<file path="src/rtl/gzip_frame_ctrl.sv">
// gzip_frame_ctrl: sequences one RFC 1952 GZIP member (header, fixed-Huffman deflate body, trailer) per input frame.
// Optional macro GZIP_CRC32_EN builds the CRC32 engine; without it the CRC trailer word is 0x00000000.
module gzip_frame_ctrl #(
  parameter int DRAIN_CYCLES = 16,
  parameter int DATA_WIDTH   = 8
) (
  input  logic                  clk,
  input  logic                  rst,
  input  logic                  in_valid,
  input  logic [DATA_WIDTH-1:0] in_data,
  input  logic                  in_last,
  output logic                  in_ready,
  output logic                  defl_load,
  output logic [DATA_WIDTH-1:0] defl_data,
  output logic                  defl_last,
  input  logic                  lz77_filt_valid,
  input  logic [5:0]            lz77_filt_size,
  input  logic [31:0]           lz77_filt_data,
  input  logic [2:0]            lz77_filt_pad_bits,
  output logic                  out_valid,
  output logic [5:0]            out_size,
  output logic [31:0]           out_data,
  output logic [2:0]            out_pad_bits,
  output logic                  busy,
  output logic                  frame_done,
  output logic                  err_unexpected
);

  localparam int CW = $clog2(DRAIN_CYCLES + 1);
  localparam logic [CW-1:0] DRAIN_MAX = CW'(DRAIN_CYCLES);

  typedef enum logic [3:0] {
    IDLE, HDR0, HDR1, HDR2, BHDR, STREAM, DRAIN, TRL0, TRL1
  } state_t;

  state_t          state, state_nxt;
  logic [CW-1:0]   drain_cnt, drain_cnt_nxt;
  logic [31:0]     isize;
  logic [31:0]     crc_final;
  logic            accept, frame_start, fwd;
  logic            beat_valid;
  logic [5:0]      beat_size;
  logic [31:0]     beat_data;
  logic [2:0]      beat_pad;

  // BHDR's beat is fixed, so the first byte can already be taken there.
  assign in_ready    = (state == BHDR) || (state == STREAM);
  assign accept      = in_valid & in_ready;
  assign frame_start = (state == IDLE) & in_valid;
  assign fwd         = lz77_filt_valid & ((state == STREAM) || (state == DRAIN));

  always_comb begin
    if (lz77_filt_valid)
      drain_cnt_nxt = '0;
    else if (drain_cnt == DRAIN_MAX)
      drain_cnt_nxt = drain_cnt;
    else
      drain_cnt_nxt = drain_cnt + 1'b1;
  end

  always_ff @(posedge clk) begin
    if (rst) state <= IDLE;
    else     state <= state_nxt;
  end

  always_comb begin
    state_nxt = state;
    case (state)
      IDLE:    if (in_valid) state_nxt = HDR0;
      HDR0:    state_nxt = HDR1;
      HDR1:    state_nxt = HDR2;
      HDR2:    state_nxt = BHDR;
      BHDR:    state_nxt = (accept && in_last) ? DRAIN : STREAM;
      STREAM:  if (accept && in_last) state_nxt = DRAIN;
      DRAIN:   if (drain_cnt_nxt == DRAIN_MAX) state_nxt = TRL0;
      TRL0:    state_nxt = TRL1;
      TRL1:    state_nxt = IDLE;
      default: state_nxt = IDLE;
    endcase
  end

  // Beats are decoded from the state being entered so they register in step with it.
  always_comb begin
    beat_valid = 1'b0;
    beat_size  = '0;
    beat_data  = '0;
    beat_pad   = '0;
    case (state_nxt)
      HDR0: begin beat_valid = 1'b1; beat_size = 6'd32; beat_data = 32'h0008_8B1F; end
      HDR1: begin beat_valid = 1'b1; beat_size = 6'd32; beat_data = 32'h0000_0000; end
      HDR2: begin beat_valid = 1'b1; beat_size = 6'd16; beat_data = 32'h0000_FF00; end
      BHDR: begin beat_valid = 1'b1; beat_size = 6'd3;  beat_data = 32'h0000_0003; end
      TRL0: begin beat_valid = 1'b1; beat_size = 6'd32; beat_data = crc_final;     end
      TRL1: begin beat_valid = 1'b1; beat_size = 6'd32; beat_data = isize;         end
      default: begin
        if (fwd) begin
          beat_valid = 1'b1;
          beat_size  = lz77_filt_size;
          beat_data  = lz77_filt_data;
          beat_pad   = lz77_filt_pad_bits;
        end
      end
    endcase
  end

  // Output register stage
  always_ff @(posedge clk) begin
    if (rst) begin
      out_valid    <= 1'b0;
      out_size     <= '0;
      out_data     <= '0;
      out_pad_bits <= '0;
      defl_load    <= 1'b0;
      defl_data    <= '0;
      defl_last    <= 1'b0;
      busy         <= 1'b0;
      frame_done   <= 1'b0;
    end else begin
      out_valid    <= beat_valid;
      out_size     <= beat_size;
      out_data     <= beat_data;
      out_pad_bits <= beat_pad;
      defl_load    <= accept;
      defl_data    <= accept ? in_data : '0;
      defl_last    <= accept & in_last;
      busy         <= (state_nxt != IDLE);
      frame_done   <= (state_nxt == TRL1);
    end
  end

  always_ff @(posedge clk) begin
    if (rst)                  drain_cnt <= '0;
    else if (state == DRAIN)  drain_cnt <= drain_cnt_nxt;
    else                      drain_cnt <= '0;
  end

  always_ff @(posedge clk) begin
    if (rst)              isize <= '0;
    else if (frame_start) isize <= '0;
    else if (accept)      isize <= isize + 32'd1;
  end

  always_ff @(posedge clk) begin
    if (rst)                               err_unexpected <= 1'b0;
    else if (lz77_filt_valid && !fwd)      err_unexpected <= 1'b1;
  end

`ifdef GZIP_CRC32_EN
  logic [31:0] crc;

  function automatic logic [31:0] crc_byte(input logic [31:0] c_in,
                                           input logic [DATA_WIDTH-1:0] d);
    logic [31:0] c;
    c = c_in ^ 32'(d);
    for (int i = 0; i < DATA_WIDTH; i++)
      c = c[0] ? ((c >> 1) ^ 32'hEDB8_8320) : (c >> 1);
    return c;
  endfunction

  always_ff @(posedge clk) begin
    if (rst)              crc <= 32'hFFFF_FFFF;
    else if (frame_start) crc <= 32'hFFFF_FFFF;
    else if (accept)      crc <= crc_byte(crc, in_data);
  end

  assign crc_final = ~crc;
`else
  assign crc_final = 32'h0000_0000;
`endif

endmodule

</file>
<file path="config.mk">
export PLATFORM = sky130hd
export DESIGN_NAME = gzip_frame_ctrl
export DESIGN_NICKNAME = d
export VERILOG_FILES = /design/src/rtl/gzip_frame_ctrl.sv
export SDC_FILE = /design/constraint.sdc
export NUM_CORES = 1
export LEC_CHECK = 0
export CORE_MARGIN = 2
export CORE_UTILIZATION = 48
export DETAILED_ROUTE_END_ITERATION = 6
export PLACE_DENSITY_LB_ADDON = 0.25
export REMOVE_ABC_BUFFERS = 1
export SETUP_SLACK_MARGIN = 0.05
export SLEW_MARGIN = 25
export SYNTH_ARGS = -nofsm -noshare
export SYNTH_HDL_FRONTEND = slang
export SYNTH_SLANG_ARGS = --single-unit
</file>
<file path="constraint.sdc">
create_clock -name clk -period 2.4 [get_ports clk]
set_input_delay 0.48 -clock clk [delete_from_list [all_inputs] [get_ports clk]]
set_output_delay 0.48 -clock clk [all_outputs]
set_load 0.005 [all_outputs]
</file>
After elaboration in Yosys (flattened, before gate mapping). Cells that the tools add are included.

Register bits after elaboration: 96. Output and inout bits: 56. Word-level logic and storage cells: 64. Input bits: 54.

Equal/unequal tests: 15. Reduce and logical (&&, ||, !) cells: 14. Muxes and demuxes: 13. Add/subtract/negate cells: 2. Bitwise operators: 7.

Operators by type and width (count): $pmux 32 s5 (1); $add 32x1->32 const B (1); $mux 32 (1); $pmux 4 s8 (1); $eq 4x3->1 const B (6); $pmux 6 s3 (1); $eq 4x2->1 const B (4); $mux 4 (3); $eq 5x5->1 const B (2); $mux 5 (2); $eq 4x1->1 const B (2); $reduce_or 2->1 (4); $reduce_or 8->1 (1); $mux 6 (1); $reduce_or 6->1 (1); $add 5x1->5 const B (1); $and 1x1->1 (4); $eq 4x4->1 const B (1); $logic_not 4->1 (1); $reduce_bool 4->1 (1); $reduce_or 4->1 (1); $not 1->1 (3); $logic_and 1x1->1 (2); $logic_or 1x1->1 (2); 3 further kinds (4).

Logic depth before layout (Yosys ltp). Gate-level depths: netlist of run 1.

Depth in word-level cells: 9. Gate-level depth with buffers: 8. Depth with buffers taken out: 6.

Worst setup path before layout of run 1. No wires, ideal clock.

Path kind: input to register. Start point: input in_valid. End point: register isize[19]. Stages: 6. Buffers on the path: 2. Required time: 2329 ps. Setup slack: 418 ps. Library setup time: 71 ps. Arrival: 1911 ps. Path through: buf_6 > nand4bb_2 > or4_4 > buf_6 > or4_1 > a21oi_1.

Longest elaborated chain between the ends: 2. Elaborated cells between the ends (all ways): 3. Classes of those cells: 2 x bitwise; 1 x reduce/logical.

RTL lines: from (decl) (RTL line 9) `input logic in_valid,`; $and 1x1->1 (RTL line 49) `assign frame_start = (state == IDLE) & in_valid;`; $reduce_or 2->1 (no line); to (signal assigned) (RTL line 140) `else if (accept) isize <= isize + 32'd1;`; to (decl) (RTL line 38) `logic [31:0] isize;`.

Several ways; a longest one is shown, not always the timed one. A chain may end at the register's enable or synchronous reset.

Worst setup path after layout of run 1.
Start point: register isize[0]. End point: register isize[22].

Longest elaborated chain between the ends: 1.

RTL lines (RTL line): $add 32x1->32 (140).

No other way between the ends.

==> results of run 1 <==
final timing paths:
kind	slack [ns]	start	cells past startpoint	end
max	0.17	isize[0]	6	isize[22]
min	0.47	err_unexpected	2	err_unexpected
min reg2reg	0.47	err_unexpected	2	err_unexpected
max reg2reg	0.17	isize[0]	6	isize[22]
cell families (layout without fill, tap and decap cells):
family	after synthesis	count (layout)	synth area share [%]
mux	4	4	1.06
compound gates	108	108	18.4
xor+xnor	13	13	2.91
fa+ha+maj	3	3	0.959
flops	96	96	49.1
simple gates	161	161	22.8
buf+inv	36	158	4.76
stage by stage:
| stage | setup slack (ns) | utilization (%) | TNS, ns | area (µm²) |
|---|---|---|---|---|
| 3_5_place_dp | -0.115 | 66.3 | -0.886 | 5170 |
| 4_1_cts | 0.171 | 68.6 | 0 | 5360 |
| 5_1_grt | 0.0703 | 68.6 | 0 | 5360 |
| 6_report | 0.173 | 68.6 | 0 | 5360 |
| 3_3_place_gp | -0.0389 | 66.3 | -0.276 | 5170 |
| 2_1_floorplan | -1.01 | - | -28.35 | 3760 |
flip-flops by register name, summed over array words and instances, names as in the netlist, 3 cells and up:
signal,flops
out_data,32
out_size,6
isize,32
state,4
out_pad_bits,3
drain_cnt,5
defl_data,8
worst max-delay path, cell delays in order (launching register included):
cell     delay [ns]
dfxtp_1        0.42
ha_1           0.23
nand2_1        0.14
or4_1          0.49
buf_4          0.19
or4_1          0.52
a21oi_1        0.17
report_power, final:
| part | internal, µW | switching (µW) | leakage, µW |
|---|---|---|---|
| logic | 206 | 147 | 0.00101 |
| registers | 1630 | 17.3 | 0.000777 |
| clock network | 399 | 604 | 0.0000940 |
layout by cell type (no fill, tap or decap), types with 10 or more instances in the layout:
cell type	instances
o31ai_1	14
or4_1	14
nand3_1	14
a21oi_1	32
and2_1	18
buf_4	22
nor2_1	26
clkdlybuf4s50_1	109
inv_1	10
a22o_1	18
nand2_1	37
dfxtp_1	96
o21ai_0	19
layer usage:
metal | GRT usage (%) | up-vias
met2 | 37.1 | 110
met4 | 6.40 | 0
li1 | - | 1770
met5 | 0 | -
met3 | 4.98 | 6
met1 | 28.9 | 1667
final cells by class:
type,count,area (µm²)
fillers,637,2450
multi-input cells,289,1810
clock buffers,9,124
inverters,10,37.5
clock inverters,7,61.3
repair buffers,132,1280
well taps,102,128
flip-flops and latches,96,1920
==> impl_metrics.env, run 1 <==
export IMPL_clock_skew_ns=0.0116
export IMPL_wirelength_mm=9.76
export IMPL_final_nets=595
export IMPL_hold_class="flop to flop"
export IMPL_netlist_area_um2=3910
export IMPL_cts_sinks=96
export IMPL_gp_congestion=0.855
export IMPL_htree_levels=3
export IMPL_cts_max_path_buffers=2
export IMPL_whs_ns=0.474
export IMPL_vias_per_cell=5.51
export IMPL_rsz0062_at_grt="false"
export IMPL_drt_iter0_drc=243
export IMPL_synth_top_area_share_pct=49.1
export IMPL_setup_violations=0
export IMPL_drc_errors=0
export IMPL_final_hold_violation_count=0
export IMPL_rows=32
export IMPL_crit_fanout=11
export IMPL_met2_length_mm=4.68
export IMPL_cts_hold_buf=0
export IMPL_period_minus_slack_ns=2.23
export IMPL_cts_resized_gates=0
export IMPL_slew_violations=0
export IMPL_cp_end_kind="flop"
export IMPL_path_class="flop to flop"
export IMPL_slew_headroom_pct=55.4
export IMPL_synthDistinctLibCells=51
export IMPL_grt_overflow=0
export IMPL_coreArea_um2=7810
export IMPL_die_area_um2=8890
export IMPL_antenna_found_initial=0
export IMPL_grt_pass1_wl_mm=15.6
export IMPL_status="finished clean"
export IMPL_syn_inst=421
export IMPL_ys_seq_elements=96
export IMPL_dr_wl_met3_um=636
export IMPL_synth_area_leaders="dfxtp_1 (49%), a21oi_1 (4.1%), a22o_1 (4.0%), nand2_1 (3.5%), and2_1 (2.9%)"
export IMPL_synth_edf_count=0
export IMPL_wl_met1_mm=4.37
export IMPL_dpl_hpwl_mm=7.16
export IMPL_ir_drop_v=0.000490
export IMPL_drive_gt1_share_pct=8.66
export IMPL_num_vias=3553
export IMPL_finalPower_uw=3000
export IMPL_grt_max_degree=29
export IMPL_leakage_uw=0.00188
export IMPL_drtAntennaViolNets=0
export IMPL_avgSynthCellArea_um2=9.29
export IMPL_crit_path_start_kind="flop"
export IMPL_yosysTopAreaCell="dfxtp_1"
export IMPL_fmax_mhz=449
export IMPL_die_h_um=94.3
export IMPL_cap_violations=0
export IMPL_yosysWarnings=0
export IMPL_ys_seq_area_share_pct=49.1
export IMPL_clkTransAtPathRegs_ns=0.10
export IMPL_clock_root_buffer="clkbuf_8"
export IMPL_grt_total_usage_pct=22.2
export IMPL_grt_pass1_vias=3326
export IMPL_dr_pass1_iters=7
export IMPL_async_reset_ff_share_pct=0
export IMPL_n_antenna_cell=0
export IMPL_post_place_cells=629
export IMPL_wl_per_cell_um=15.1
export IMPL_die_w_um=94.3
export IMPL_area_growth_pct=37.0
export IMPL_fin_cells=645
export IMPL_worstMarginPinSlew_ns=0.663
export IMPL_clk_latency_ns=0.36
export IMPL_dominantRegCellSynth="dfxtp_1"
export IMPL_synth_commonest_cells="dfxtp_1 (96), nand2_1 (37), a21oi_1 (32)"
export IMPL_numCtsBuffers=9
export IMPL_start_util_pct=50.1
export IMPL_ios=110
export IMPL_fin_crit_sh_pct=92.8
export IMPL_top_layer="met4"
export IMPL_cp_arrival_ns=2.52
export IMPL_powerDensity_nw_per_um2=560
export IMPL_post_cts_setup_buffers=0
export IMPL_worstPathRequired_ns=2.69
export IMPL_cts_tree="yes"
export IMPL_io_buffers=109
export IMPL_yosysMostFrequentCell="dfxtp_1"
Note: power is estimated with default switching activity, not from simulation.
==> inputs of run 2 (changes only) <==
--- a/config.mk
+++ b/config.mk
@@ -5,10 +5,12 @@
 export SDC_FILE = /design/constraint.sdc
 export NUM_CORES = 1
 export LEC_CHECK = 0
+export ABC_AREA = 1
 export CORE_MARGIN = 2
-export CORE_UTILIZATION = 48
+export CORE_UTILIZATION = 55
 export DETAILED_ROUTE_END_ITERATION = 6
-export PLACE_DENSITY_LB_ADDON = 0.25
+export DONT_BUFFER_PORTS = 1
+export PLACE_DENSITY = 0.7
 export REMOVE_ABC_BUFFERS = 1
 export SETUP_SLACK_MARGIN = 0.05
 export SLEW_MARGIN = 25
==> impl_metrics.env, run 2 <==
export IMPL_status="finished clean"
export IMPL_start_util_pct=56.9
export IMPL_mostFrequentLayoutCells="nand2_1 (119), dfxtp_1 (96), nor2_1 (76), inv_1 (70), nand3_1 (38)"
export IMPL_avgSynthCellArea_um2=7.41
export IMPL_finalPower_uw=2980
export IMPL_dr_pass1_iters=4
export IMPL_hold_class="input port to flop"
export IMPL_dominantRegCellSynth="dfxtp_1"
export IMPL_fin_tns_setup_ns=0
export IMPL_use_met3_pct=6.34
export IMPL_die_h_um=90.6
export IMPL_crit_fanout=7
export IMPL_synthDistinctLibCells=34
export IMPL_yosysTopAreaCell="dfxtp_1"
export IMPL_r2r_worst_path_cells=9
export IMPL_synth_area_leaders="dfxtp_1 (47%), nand2_1 (11%), nor2_1 (6.9%), inv_1 (6.4%), nand3_1 (4.6%)"
export IMPL_crit_slowest_cell="dfxtp_1"
export IMPL_reg2reg_slack_ns=0.63
export IMPL_critical_path_top_delay_family="simple AND/OR/NAND/NOR gates"
export IMPL_htree_levels=3
export IMPL_yosysWarnings=0
export IMPL_slew_headroom_pct=66.4
export IMPL_clock_skew_ns=0.0101
export IMPL_io_buffers=0
export IMPL_path_class="flop to flop"
export IMPL_synth_top_area_share_pct=46.6
export IMPL_coreArea_um2=7250
export IMPL_cts_sinks=96
export IMPL_die_area_um2=8210
export IMPL_crit_chain="ha_1 > nand2_1 > nor3_4 > nand2_8 > nor2_8 > nand2_4 > nor2_4 > xor2_1 > nor2_1"
export IMPL_async_reset_ff_share_pct=0
export IMPL_synth_commonest_cells="nand2_1 (119), dfxtp_1 (96), nor2_1 (76)"
export IMPL_busiest_layer="met2"
export IMPL_slew_violations=0
export IMPL_reg2reg_to="isize[20]"
export IMPL_leakage_uw=0.00170
export IMPL_syn_inst=557
export IMPL_vias_per_cell=5.23
export IMPL_netlist_area_um2=4130
export IMPL_powerDensity_nw_per_um2=672
export IMPL_dpl_hpwl_mm=7.09
export IMPL_final_common_cell="nand2_1"
export IMPL_drc_errors=0
export IMPL_grt_util_met1_pct=29.1
export IMPL_use_met2_pct=38.5
export IMPL_cts_hold_buf=0
export IMPL_grt_pass1_vias=3182
export IMPL_worstMarginPinSlew_ns=0.501
export IMPL_cp_buffers_inverters=0
export IMPL_numCtsBuffers=9
export IMPL_fmax_mhz=564
export IMPL_grt_total_usage_pct=23.0
export IMPL_wl_per_cell_um=14.1
export IMPL_cp_arrival_ns=2.04
export IMPL_fin_crit_sh_pct=73.9
export IMPL_cap_violations=0
export IMPL_n_antenna_cell=0
export IMPL_fillers=698
export IMPL_rows=31
export IMPL_ys_seq_area_share_pct=46.6
export IMPL_rsz0062_at_grt="false"
export IMPL_drive_gt1_share_pct=8.70
export IMPL_reg_top3="isize (32), out_data (32), defl_data (8)"
export IMPL_antenna_found_initial=0
export IMPL_cp_end_kind="flop"
export IMPL_final_hold_violation_count=0
export IMPL_drt_iter0_drc=158
export IMPL_synth_edf_count=0
export IMPL_wirelength_mm=9.33
export IMPL_cp_num_cells=9
export IMPL_worstPathRequired_ns=2.67
export IMPL_yosysMostFrequentCell="nand2_1"
export IMPL_area_growth_pct=7.40
export IMPL_die_w_um=90.6
export IMPL_period_minus_slack_ns=1.77
export IMPL_grt_max_degree=28
export IMPL_drtAntennaViolNets=0
export IMPL_clock_root_buffer="clkbuf_8"
export IMPL_slowest_delay_ns=0.43
export IMPL_grt_overflow=0
export IMPL_gp_congestion=0.899
export IMPL_final_nets=615
export IMPL_ys_seq_elements=96
export IMPL_endpoint="isize[20]"
export IMPL_setup_violations=0
export IMPL_clk_latency_ns=0.37
export IMPL_cts_max_path_buffers=2
export IMPL_grt_pass1_wl_mm=15.1
export IMPL_ios=110
export IMPL_clkTransAtPathRegs_ns=0.10
export IMPL_cts_tree="yes"
export IMPL_cts_resized_gates=0
export IMPL_ir_drop_v=0.000247
export IMPL_num_vias=3461
export IMPL_crit_path_start_kind="flop"
export IMPL_cp_startpoint="isize[0]"
export IMPL_post_cts_setup_buffers=0
export IMPL_r2r_start="isize[0]"
==> run 2: changes by cell type after synthesis, sizes merged, moves of 6 or more <==
| cell | before | now |
|---|---|---|
| a22o | 18 | 0 |
| and2 | 18 | 0 |
| clkbuf | 21 | 4 |
| inv | 10 | 77 |
| nand2 | 37 | 125 |
| nand2b | 8 | 1 |
| nand3 | 14 | 40 |
| nor2 | 26 | 89 |
| nor3 | 8 | 20 |
| o31ai | 14 | 0 |
| or4 | 15 | 0 |
| xnor2 | 8 | 2 |
==> run 2: how the worst min path moves through the flow <==
stage / start / to / slack (ns) / cells after the start
5_1_grt: rst / out_size[1] / 0.13 / 1
2_1_floorplan: isize[21] / isize[21] / 0.45 / 2
4_1_cts: rst / out_size[1] / 0.15 / 1
6_report: rst / out_size[1] / 0.16 / 1
3_5_place_dp: isize[21] / isize[21] / 0.47 / 2
3_3_place_gp: isize[31] / isize[31] / 0.47 / 2
==> run 2: final cells by class <==
cell class / count / area, µm² / share of cell area (%)
multi-input cells: 371 / 1850 / 41.7
inverters: 77 / 294 / 6.64
clock inverters: 7 / 85.1 / 1.92
clock buffers: 9 / 124 / 2.80
flip-flops and latches: 96 / 1920 / 43.4
repair buffers: 3 / 35.0 / 0.791
well taps: 99 / 124 / 2.80
==> run 2: cells by family (layout without fill, tap and decap cells) <==
| family | after synthesis | in the layout | synth area share [%] |
|---|---|---|---|
| adders and majority gates | 3 | 3 | 0.910 |
| DFF | 96 | 96 | 46.6 |
| AOI/OAI and AO/OA | 75 | 75 | 9.83 |
| xor gates and xnor gates | 8 | 8 | 1.70 |
| buffers and inverters | 90 | 96 | 8.64 |
| and+or+nand+nor | 285 | 285 | 32.3 |
==> run 2: power by group <==
part	switching [µW]	internal, µW
Combinational	130	57.2
Sequential	29.7	1640
Clock	614	503
==> run 2: through the flow <==
| step | worst slack [ns] | area, µm² | std cells | hold slack, ns | util, % |
|---|---|---|---|---|---|
| after global routing | 0.445 | 4430 | 662 | 0.132 | 61.1 |
| after CTS | 0.631 | 4430 | 662 | 0.155 | 61.1 |
| after global placement | 0.689 | 4220 | 646 | 0.465 | 58.2 |
| after detailed placement | 0.646 | 4220 | 646 | 0.469 | 58.2 |
| after floorplan | 0.771 | 4060 | 544 | 0.452 | - |
| final | 0.627 | 4430 | 662 | 0.161 | 61.1 |
==> run 2: routing by layer <==
metal	wire (µm)	part of all wire [%]
met1	4180	45
met2	4510	48
met3	539	5.8
met4	99	1.1
met5	0	0
==> inputs of run 3 (changes only) <==
--- a/config.mk
+++ b/config.mk
@@ -10,7 +10,7 @@
 export CORE_UTILIZATION = 55
 export DETAILED_ROUTE_END_ITERATION = 6
 export DONT_BUFFER_PORTS = 1
-export PLACE_DENSITY = 0.7
+export PLACE_DENSITY = 0.73
 export REMOVE_ABC_BUFFERS = 1
 export SETUP_SLACK_MARGIN = 0.05
 export SLEW_MARGIN = 25
==> constraint.sdc (replaced) <==
create_clock -name clk -period 1.6 [get_ports clk]
set_input_delay 0.32 -clock clk [delete_from_list [all_inputs] [get_ports clk]]
set_output_delay 0.32 -clock clk [all_outputs]
set_load 0.005 [all_outputs]
==> impl_metrics.env, run 3 (same netlist as run 2, synthesis figures left out) <==
export IMPL_cp_end_kind="flop"
export IMPL_holdCritStartpoint="rst"
export IMPL_worstPathRequired_ns=1.86
export IMPL_status="complete, but fails checks"
export IMPL_crit_path_start_kind="flop"
export IMPL_setup_violations=2
export IMPL_n_antenna_cell=0
export IMPL_cap_violations=0
export IMPL_path_class="flop to flop"
export IMPL_gp_congestion=0.920
export IMPL_powerDensity_nw_per_um2=917
export IMPL_finalPower_uw=4420
export IMPL_grt_max_degree=28
export IMPL_crit_fanout=4
export IMPL_hold_end="out_data[15]"
export IMPL_clock_skew_ns=0.0113
export IMPL_slowest_delay_ns=0.37
export IMPL_dr_pass1_iters=4
export IMPL_drtAntennaViolNets=0
export IMPL_coreArea_um2=7250
export IMPL_fillers=649
export IMPL_cts_max_path_buffers=2
export IMPL_drc_errors=0
export IMPL_cp_startpoint="isize[0]"
export IMPL_num_vias=3710
export IMPL_mostFrequentLayoutCells="nand2_1 (113), dfxtp_1 (87), nor2_1 (69), inv_1 (65), a21oi_1 (35)"
export IMPL_cts_sinks=96
export IMPL_final_nets=645
export IMPL_fin_ws_ns=-0.0179
export IMPL_reg2reg_slack_ns=-0.02
export IMPL_rows=31
export IMPL_rsz0062_at_grt="true"
export IMPL_whs_ns=0.0154
export IMPL_ios=110
export IMPL_fmax_mhz=618
export IMPL_hold_class="input port to flop"
export IMPL_reg2reg_to="isize[20]"
export IMPL_drt_iter0_drc=170
export IMPL_start_util_pct=56.9
export IMPL_crit_chain="ha_4 > nand2_4 > nor3_4 > nand2_8 > nor2_8 > nand2_4 > nor2_4 > xor2_1 > nor2_1"
export IMPL_wl_per_cell_um=14.8
export IMPL_clkTransAtPathRegs_ns=0.11
export IMPL_violations="negative setup slack"
export IMPL_fin_crit_sh_pct=101
export IMPL_reg_top3="isize (32), out_data (32), defl_data (8)"
export IMPL_wirelength_mm=10.3
export IMPL_final_hold_violation_count=0
export IMPL_die_area_um2=8210
export IMPL_grt_overflow=0
export IMPL_critical_path_top_delay_family="simple AND/OR/NAND/NOR gates"
export IMPL_final_common_cell="nand2_1"
export IMPL_final_util_pct=66.5
export IMPL_grt_total_usage_pct=24.4
export IMPL_vias_per_cell=5.36
export IMPL_worstMarginPinSlew_ns=0.325
export IMPL_area_growth_pct=17.0
export IMPL_die_w_um=90.6
export IMPL_hold_depth=1
export IMPL_cts_tree="yes"
export IMPL_r2r_worst_path_cells=9
export IMPL_dpl_hpwl_mm=7.37
export IMPL_clk_latency_ns=0.37
export IMPL_cp_arrival_ns=1.88
export IMPL_slew_headroom_pct=78.2
export IMPL_slew_violations=0
export IMPL_drive_gt1_share_pct=19.2
export IMPL_finish_instance_area_um2=4830
export IMPL_path_common_cell="nand2_4"
export IMPL_r2r_start="isize[0]"
export IMPL_crit_slowest_cell="dfxtp_2"
export IMPL_grt_pass1_vias=3444
export IMPL_grt_pass1_wl_mm=16.2
export IMPL_period_minus_slack_ns=1.62
export IMPL_placed_area_um2=4390
export IMPL_numCtsBuffers=9
export IMPL_htree_levels=3
export IMPL_ir_drop_v=0.000488
export IMPL_die_h_um=90.6
export IMPL_antenna_found_initial=0
export IMPL_leakage_uw=0.00189
export IMPL_clock_root_buffer="clkbuf_8"
export IMPL_io_buffers=0
export IMPL_cp_buffers_inverters=0
==> run 3: cell types whose count changed in the layout (fill, tap and decap cells not counted), moves of 3 or more <==
cell	previous run	this run
nand3_2	2	5
nor2_1	76	69
nor2_4	6	11
nand3_1	38	34
dfxtp_2	0	6
nand2_1	119	113
nand2_2	2	6
dfxtp_4	0	3
inv_4	0	4
inv_1	70	65
dfxtp_1	96	87
buf_4	2	29
==> run 3: per-stage QoR <==
| step | setup TNS [ns] | setup slack [ns] | instances |
|---|---|---|---|
| finish | -0.0231 | -0.0179 | 692 |
| global route | -0.471 | -0.120 | 692 |
| CTS | 0 | 0.0347 | 684 |
| detailed placement | -0.142 | -0.0557 | 667 |
| global placement | 0 | 0.0355 | 667 |
| floorplan | 0 | 0.00143 | 544 |
==> run 3: repair_timing <==
item	4_1_cts	5_1_grt
resized for setup	8	46
setup endpoints to repair	10	66
buffers inserted	1	7
hold buffers	0	1
pin swaps	2	14
hold endpoints to repair	0	1
cloned	0	0
==> run 3: report_power, final <==
part / switching [µW] / internal, µW / total [µW]
combinational: 216 / 116 / 332
sequential: 48.2 / 2470 / 2510
clock: 959 / 617 / 1580
total: 1220 / 3200 / 4420
==> run 3: area by class of cell <==
type / count / area (µm²) / share of cell area [%]
Timing Repair Buffer: 33 / 288 / 5.96
Inverter: 77 / 304 / 6.30
Clock inverter: 7 / 70.1 / 1.45
Clock buffer: 9 / 124 / 2.57
Tap cell: 99 / 124 / 2.57
Multi-Input combinational cell: 371 / 1980 / 40.9
Sequential cell: 96 / 1940 / 40.2
==> run 3: per-layer routing <==
metal | share of wire, % | global-route usage, %
met1 | 42 | 31.0
met3 | 6.2 | 4.34
met2 | 51 | 41.5
met4 | 1.4 | 8.33
met5 | 0 | 0
==> run 3: worst max-delay path by stage <==
stage | end | cells past startpoint | slack, ns
5_1_grt | isize[20] | 9 | -0.12
6_report | isize[20] | 9 | -0.02
3_5_place_dp | isize[20] | 9 | -0.06
4_1_cts | isize[20] | 9 | 0.03
3_3_place_gp | isize[20] | 9 | 0.04
2_1_floorplan | isize[20] | 9 | 0.001
